### src/rtl/hazard_ctrl.sv
// rtl/hazard_ctrl.sv - pipeline hazard controller: load-use stall, redirect flush, multi-cycle EX wait
module hazard_ctrl #(
    parameter int FLUSH_CYCLES = 2,
    parameter int MC_TIMEOUT   = 64,
    parameter int CNT_W        = 32
) (
    input  logic             i_clk,
    input  logic             i_reset_n,
    input  logic [4:0]       i_id_rs1,
    input  logic [4:0]       i_id_rs2,
    input  logic             i_id_use_rs1,
    input  logic             i_id_use_rs2,
    input  logic [4:0]       i_ex_rd,
    input  logic             i_ex_memread,
    input  logic             i_ex_redirect,
    input  logic             i_mc_start,
    input  logic             i_mc_done,
    output logic             o_pc_write,
    output logic             o_ifid_en,
    output logic             o_ifid_kill_n,
    output logic             o_idex_bubble,
    output logic             o_ex_hold,
    output logic [1:0]       o_state,
    output logic             o_mc_timeout,
    output logic [CNT_W-1:0] o_stall_cnt,
    output logic [CNT_W-1:0] o_flush_cnt
);

    localparam int FC_W = (FLUSH_CYCLES < 2) ? 1 : $clog2(FLUSH_CYCLES + 1);
    localparam int TM_W = $clog2(MC_TIMEOUT + 1);
    localparam logic [FC_W-1:0] FLUSH_RELOAD = FC_W'(FLUSH_CYCLES - 1);
    localparam logic [TM_W-1:0] TIMER_MAX    = TM_W'(MC_TIMEOUT);
    localparam logic [CNT_W-1:0] CNT_SAT     = {CNT_W{1'b1}};

    typedef enum logic [1:0] {
        ST_RUN    = 2'd0,
        ST_FLUSH  = 2'd1,
        ST_MCWAIT = 2'd2
    } state_t;

    state_t          state_q, state_d;
    logic [FC_W-1:0] flush_left_q, flush_left_d;
    logic [TM_W-1:0] mc_timer_q, mc_timer_d;
    logic            mc_timeout_q, mc_timeout_d;
    logic [CNT_W-1:0] stall_cnt_q, stall_cnt_d;
    logic [CNT_W-1:0] flush_cnt_q, flush_cnt_d;

    logic load_use;
    logic mc_release;

    // A load in EX whose rd feeds the ID instruction; x0 never creates a dependency
    assign load_use = i_ex_memread && (i_ex_rd != 5'd0) &&
                      ((i_id_use_rs1 && (i_id_rs1 == i_ex_rd)) ||
                       (i_id_use_rs2 && (i_id_rs2 == i_ex_rd)));

    // The multi-cycle wait ends on a done pulse or when the timer hits its limit
    assign mc_release = i_mc_done || (mc_timer_q == TIMER_MAX);

    // State, flush countdown, MC timer, sticky timeout and performance counters
    always_ff @(posedge i_clk or negedge i_reset_n) begin
        if (!i_reset_n) begin
            state_q      <= ST_RUN;
            flush_left_q <= '0;
            mc_timer_q   <= '0;
            mc_timeout_q <= 1'b0;
            stall_cnt_q  <= '0;
            flush_cnt_q  <= '0;
        end else begin
            state_q      <= state_d;
            flush_left_q <= flush_left_d;
            mc_timer_q   <= mc_timer_d;
            mc_timeout_q <= mc_timeout_d;
            stall_cnt_q  <= stall_cnt_d;
            flush_cnt_q  <= flush_cnt_d;
        end
    end

    // Next-state: redirect outranks everything in RUN/FLUSH; MCWAIT only listens to done/timer
    always_comb begin
        state_d      = state_q;
        flush_left_d = flush_left_q;
        mc_timer_d   = mc_timer_q;
        mc_timeout_d = mc_timeout_q;
        case (state_q)
            ST_RUN: begin
                if (i_ex_redirect) begin
                    flush_left_d = FLUSH_RELOAD;
                    state_d      = (FLUSH_RELOAD != '0) ? ST_FLUSH : ST_RUN;
                end else if (i_mc_start && !i_mc_done) begin
                    state_d    = ST_MCWAIT;
                    mc_timer_d = TM_W'(1);
                end
            end
            ST_FLUSH: begin
                if (i_ex_redirect) begin
                    flush_left_d = FLUSH_RELOAD;
                    state_d      = (FLUSH_RELOAD != '0) ? ST_FLUSH : ST_RUN;
                end else begin
                    flush_left_d = flush_left_q - FC_W'(1);
                    if (flush_left_q <= FC_W'(1)) begin
                        flush_left_d = '0;
                        state_d      = ST_RUN;
                    end
                end
            end
            ST_MCWAIT: begin
                if (mc_release) begin
                    state_d    = ST_RUN;
                    mc_timer_d = '0;
                    if (!i_mc_done) begin
                        mc_timeout_d = 1'b1;
                    end
                end else begin
                    mc_timer_d = mc_timer_q + TM_W'(1);
                end
            end
            default: begin
                state_d      = ST_RUN;
                flush_left_d = '0;
                mc_timer_d   = '0;
            end
        endcase
    end

    // Mealy pipeline controls; reset forces a frozen-but-not-killing front end
    always_comb begin
        o_pc_write    = 1'b1;
        o_ifid_en     = 1'b1;
        o_ifid_kill_n = 1'b1;
        o_idex_bubble = 1'b0;
        o_ex_hold     = 1'b0;
        if (!i_reset_n) begin
            o_pc_write = 1'b0;
            o_ifid_en  = 1'b0;
        end else begin
            case (state_q)
                ST_RUN: begin
                    if (i_ex_redirect) begin
                        o_ifid_kill_n = 1'b0;
                        o_idex_bubble = 1'b1;
                    end else if (i_mc_start) begin
                        if (!i_mc_done) begin
                            o_pc_write = 1'b0;
                            o_ifid_en  = 1'b0;
                            o_ex_hold  = 1'b1;
                        end
                    end else if (load_use) begin
                        o_pc_write    = 1'b0;
                        o_ifid_en     = 1'b0;
                        o_idex_bubble = 1'b1;
                    end
                end
                ST_FLUSH: begin
                    o_ifid_kill_n = 1'b0;
                    o_idex_bubble = 1'b1;
                end
                ST_MCWAIT: begin
                    if (!mc_release) begin
                        o_pc_write = 1'b0;
                        o_ifid_en  = 1'b0;
                        o_ex_hold  = 1'b1;
                    end
                end
                default: begin
                    o_pc_write = 1'b1;
                end
            endcase
        end
    end

    // Saturating stall/flush counters, both may step in the same cycle
    always_comb begin
        stall_cnt_d = stall_cnt_q;
        flush_cnt_d = flush_cnt_q;
        if (!o_pc_write && (stall_cnt_q != CNT_SAT)) begin
            stall_cnt_d = stall_cnt_q + CNT_W'(1);
        end
        if (!o_ifid_kill_n && (flush_cnt_q != CNT_SAT)) begin
            flush_cnt_d = flush_cnt_q + CNT_W'(1);
        end
    end

    assign o_state      = state_q;
    assign o_mc_timeout = mc_timeout_q;
    assign o_stall_cnt  = stall_cnt_q;
    assign o_flush_cnt  = flush_cnt_q;

endmodule

### config.mk
export PLATFORM = sky130hd
export DESIGN_NAME = hazard_ctrl
export DESIGN_NICKNAME = d
export VERILOG_FILES = /design/src/rtl/hazard_ctrl.sv
export SDC_FILE = /design/constraint.sdc
export NUM_CORES = 1
export LEC_CHECK = 0
export CORE_UTILIZATION = 51
export CTS_BUF_LIST = sky130_fd_sc_hd__clkbuf_4 sky130_fd_sc_hd__clkbuf_8
export CTS_CLUSTER_SIZE = 25
export DETAILED_ROUTE_END_ITERATION = 8
export PLACE_DENSITY = 0.82
export SYNTH_ARGS = -nofsm -noshare
export SYNTH_HDL_FRONTEND = slang
export SYNTH_SLANG_ARGS = --single-unit
### constraint.sdc
create_clock -name i_clk -period 2.9 [get_ports i_clk]
set_clock_uncertainty 0.1 [all_clocks]
set_input_delay 0.29 -clock i_clk [delete_from_list [all_inputs] [get_ports i_clk]]
set_output_delay 0.29 -clock i_clk [all_outputs]
set_load 0.005 [all_outputs]
## Word level (Yosys, flattened, before mapping)

Cells that the tools add are included.
Widths: inputs -> output; s select.

| word-level totals | value |
|---|---|
| register bits after elaboration | 76 |
| output and inout port bits | 72 |

| operators by class | value |
|---|---|
| add/sub/neg operators | 4 |
| $lt $le $gt $ge | 1 |
| eq/ne operators | 13 |
| mux-type cells | 35 |
| bitwise gates (word level) | 3 |
| reduce and logical (&&, ||, !) cells | 18 |

Operators with widths:

| operator | number |
|---|---|
| $add 32x1->32 const B | 2 |
| $ne 32x32->1 const B | 2 |
| $mux 7 | 3 |
| $pmux 7 s3 | 1 |
| $mux 1 | 17 |
| $mux 2 | 8 |
| $pmux 2 s3 | 2 |
| $eq 5x5->1 | 2 |
| $reduce_and 3->1 | 3 |
| $ne 2x2->1 const B | 4 |
| $pmux 1 s2 | 4 |
| $add 7x1->7 const B | 1 |
| $eq 7x7->1 const B | 1 |
| $logic_and 1x1->1 | 7 |
| $ne 3x3->1 const B | 2 |
| $reduce_bool 5->1 | 1 |
| $logic_not 1->1 | 3 |
| $not 1->1 | 3 |
| $eq 2x1->1 const B | 1 |
| $eq 2x2->1 const B | 1 |
| $le 2x1->1 const B | 1 |
| $logic_not 2->1 | 1 |
| $logic_or 1x1->1 | 2 |
| $reduce_and 2->1 | 1 |
| $sub 2x1->2 const B | 1 |

## Logic depth before layout (Yosys ltp)

| logic depth | value |
|---|---|
| depth in word-level cells | 11 |
| gate-level depth with buffers | 9 |

## Least setup slack after synthesis

No wires, ideal clock.

| path | value |
|---|---|
| path type | register to register |
| from | reg stall_cnt_q[18], in the netlist o_stall_cnt[18] |
| to | reg stall_cnt_q[27], in the netlist o_stall_cnt[27] |
| data arrival time | 2156 ps |
| data required time | 2672 ps |
| setup slack | 516 ps |
| cell stages (with the launch flop) | 9 |
| path through | dfrtp_1 -> and3_1 -> or3b_1 -> or4_1 -> buf_2 -> nor3_4 -> buf_6 -> nor3_2 -> xor2_1 |

| on the way | value |
|---|---|
| cells in the longest elaborated chain, start to end | 2 |
| elaborated cells on any way between the ends | 3 |
| classes of those cells | add/sub (1); eq/ne (1); reduce/logical (1) |

RTL lines:

| item | RTL line | RTL |
|---|---|---|
| from (decl) | 45 | `logic [CNT_W-1:0] stall_cnt_q, stall_cnt_d;` |
| from (signal assigned) | 73 | `stall_cnt_q <= stall_cnt_d;` |
| parallel branches: the longest is 2 deep, another holds $add 32x1->32 | n/a |  |

Parallel ways; which one is timed is not known.
A chain may end at the register's enable or synchronous reset.

## Worst setup path in the final report

| path | value |
|---|---|
| from | reg mc_timer_q[0] |
| to | out o_ex_hold |

| on the way | value |
|---|---|
| cells in the longest elaborated chain, start to end | 5 |

RTL lines:

| item | RTL line | RTL |
|---|---|---|
| from (decl) | 43 | `logic [TM_W-1:0] mc_timer_q, mc_timer_d;` |
| from (signal assigned) | 71 | `mc_timer_q <= mc_timer_d;` |
| $eq 7x7->1 | 57 | `assign mc_release = i_mc_done \|\| (mc_timer_q == TIMER_MAX);` |
| $logic_or 1x1->1 | 57 |  |
| $mux 1 | 158 | `if (!mc_release) begin` |
| $pmux 1 s2 | 136 | `case (state_q)` |
| $mux 1 | 132 | `if (!i_reset_n) begin` |
| to (decl) | 22 | `output logic o_ex_hold,` |

Every way passes these cells.

==> reports/qor.yml <==
start_kind: "flop"
clk_latency_ns: 0.35
routedWlPerCell_microns: 15.35
rsz0062_at_grt: "false"
rows: 31
maxSlewViolCount: 0
area_delta_synth_final_pct: 34.27
grt_pass1_wl_mm: 14.19
ys_warn_count: 0
nets: 512
h-tree-depth: 3
place_area_sq_mm: 0.004986
combinationalPowerShare_pct: 22.1
top_layer_used: "met4"
grt-ovfl-total: 0
drt-vias-per-instance: 5.542
p_sw_share_pct: 27.28
cp_cell_sequence: "inv_1 -> ha_1 -> and2_1 -> a31oi_1 -> o21a_1 -> nor3b_1 -> clkdlybuf4s50_1"
clkPwrFrac_pct: 31.7
ys_types: 44
switchingPower_mw: 0.8295
drtAntennaViolNets: 0
relSlewSlack_pct: 39.38
syn_avg_cell_area_sq_um: 10.24
p_leak_nw: 2.213
grt_usage_pct: 23.31
clkTransAtPathRegs_ns: 0.07
path_max_fanout: 6
m1WireLength_mm: 4.034
tns_ns: 0
grt_pass1_vias: 2977
hpwl_mm: 6.382
worst_slack_ns: 0.1387
finalHoldViolCount: 0
dr_wl_met3_microns: 383
fmax_mhz: 362.2
wl_met2_mm: 4.477
intPower_mw: 2.211
critPathMaxStageDelay_ns: 0.57
dieHeight_microns: 89.48
setup_viol: 0
io_buffer_count: 94
cts_buffers: 9
irDropWorstVdd_v: 0.0004458
die_w_microns: 89.48
antenna_found_initial: 0
grt_max_degree: 76
ys_ff_latch: 76
synth_seq_area_share_pct: 48.73
place_congestion: 0.8784
powerDensity_mw_per_mm2: 580.3
placedCellCount: 572
instances_no_fill: 589
drive_above_1_share_pct: 8.163
synth_ff_type: "dfrtp_1"
cts-root-buf: "clkbuf_8"
synthArstFlopShare_pct: 100.0
clock_sinks: 76
pre_cts_slack_ns: 0.2655
n_antenna_cell: 0
worstMarginPinSlew_ns: 0.9094
multiInputGateArea_sq_mm: 0.001916
initial_core_util_pct: 53.23
hold_ws_ns: 0.2470
cpMaxStageDelayCell: "clkdlybuf4s50_1"
die_area_sq_mm: 0.008006
syn_area_sq_mm: 0.003902
pin_count: 95
cts_tree: "yes"
drv_cap: 0
coreArea_sq_mm: 0.007331
routed_wl_mm: 9.040
drt_iter0_drc: 203
vias: 3264
first_pass_iters: 4
postCtsSetupRepairBufs: 0
cp.arrival_ns: 2.37
synthCells: 381
min_path_type: "in -> async"
stdcell_area_sq_mm: 0.005240
status: "finished, final reports clean"
worstSetupPathType: "reg -> out"
cp-end-kind: "primary output"
clockBufferDepth: 2
synth_enable_flop_cells: 0
syn-num-nets: 408
p_seq_share_pct: 46.1
period_share_pct: 95.22
register_area_sq_mm: 0.001902
fillers: 546
drc: 0
required_ns: 2.51
period_minus_slack_ns: 2.761
-- cell usage after synthesis (all sizes together) (8+ instances only) --
cell type | instances | share of area (%)
dfrtp | 76 | 49
nand3 | 28 | 3.6
nor2 | 25 | 2.5
xnor2 | 32 | 7.2
xor2 | 41 | 9.2
inv | 11 | 1.1
and3 | 11 | 1.8
nand4 | 15 | 2.6
o21ai | 9 | 1.2
nor4 | 16 | 2.6
and4 | 8 | 1.8
nor3 | 21 | 4.3
nand2 | 35 | 3.4
-- through the flow --
step	utilization, %	total power, mW
CTS	71.41	3.065
finish	71.48	3.041
global placement	68.02	2.070
global route	71.48	3.193
floorplan	-	1.661
detailed placement	68.02	2.089
-- repair_timing --
action                                  in CTS  in global routing
hold endpoints to repair                     1                  0
endpoints found under the setup margin       0                  2
resized for setup                            0                  2
hold buffers                                 1                  0
-- worst max-delay path: cells and delay by family (launching register included) --
family	cells	cell delay [ns]
buffers and inverters	2	0.65
flip-flops	1	0.43
AO/OA/AOI/OAI	2	0.40
adder cells (fa/ha/maj)	1	0.20
AND/OR/NAND/NOR	2	0.36
-- power by group through the flow --
stage,sequential [mW],combinational [mW],clock (mW)
after floorplan,1.39,0.267,0
after global placement,1.41,0.658,0
after detailed placement,1.42,0.673,0
after CTS,1.40,0.684,0.981
after global routing,1.42,0.738,1.03
final,1.40,0.673,0.965
-- logic make-up (layout without fill, tap and decap cells) --
logic type	Yosys count	in the layout	synth area share, %
DFF	76	76	48.73
xor gates and xnor gates	73	73	16.38
muxes	2	2	0.6732
adders and majority gates	4	4	1.283
buffers and inverters	20	129	2.501
AOI/OAI and AO/OA	25	25	4.136
and+or+nand+nor	181	181	26.29
-- cells in the final DEF, fill, tap and decap left out, types with 2 or more instances in the layout --
cell / count
clkdlybuf4s50_1: 91
dfrtp_1: 76
xor2_1: 41
nand2_1: 35
xnor2_1: 32
nand3_1: 28
nor2_1: 24
nor4_1: 16
nand4_1: 14
inv_1: 11
and3_1: 11
nor3_1: 10
nor3_2: 10
o21ai_0: 9
clkbuf_8: 9
and4_1: 8
buf_4: 7
or3_1: 6
nor3b_1: 4
ha_1: 4
nand2b_1: 3
bufinv_16: 3
o22ai_1: 2
and2_1: 2
a31oi_1: 2
a21oi_1: 2
or4_1: 2
nor2b_1: 2
o31ai_1: 2
clkinv_2: 2
clkbuf_4: 2
dlymetal6s2s_1: 2
-- metal layers --
metal	global-route usage, %	vias to the layer above
li1	-	1556
met1	31.15	1597
met2	37.68	96
met3	5.633	15
met4	7.215	0
met5	0	-
-- sequential cells by signal (all words and copies together), names as in the netlist --
register and flops:
o_mc_timeout 1, mc_timer_q 7, o_stall_cnt 32, o_state 2, o_flush_cnt 32, flush_left_q 2
-- area by class of cell --
| class | count | share of cell area, % |
|---|---|---|
| multi-input combinational | 285 | 36.56 |
| sequential | 76 | 36.29 |
| inverter | 11 | 0.7880 |
| clock buffer | 11 | 2.650 |
| timing repair buffer | 102 | 19.44 |
| clock inverter | 5 | 1.910 |
| tap | 99 | 2.364 |
-- final timing paths --
| path | slack, ns | start | endpoint | depth (start not counted) |
|---|---|---|---|---|
| min | 0.25 | i_reset_n | o_state[1] | 2 |
| min in group i_clk | 0.39 | o_mc_timeout | o_mc_timeout | 1 |
| max reg2reg | 0.31 | o_stall_cnt[3] | o_stall_cnt[1] | 7 |
| max | 0.14 | mc_timer_q[0] | o_ex_hold | 7 |
| max in group asynchronous | 1.40 | i_reset_n | o_stall_cnt[16] | 3 |
| min reg2reg | 0.39 | o_mc_timeout | o_mc_timeout | 1 |
(Power assumes the default switching activity.)
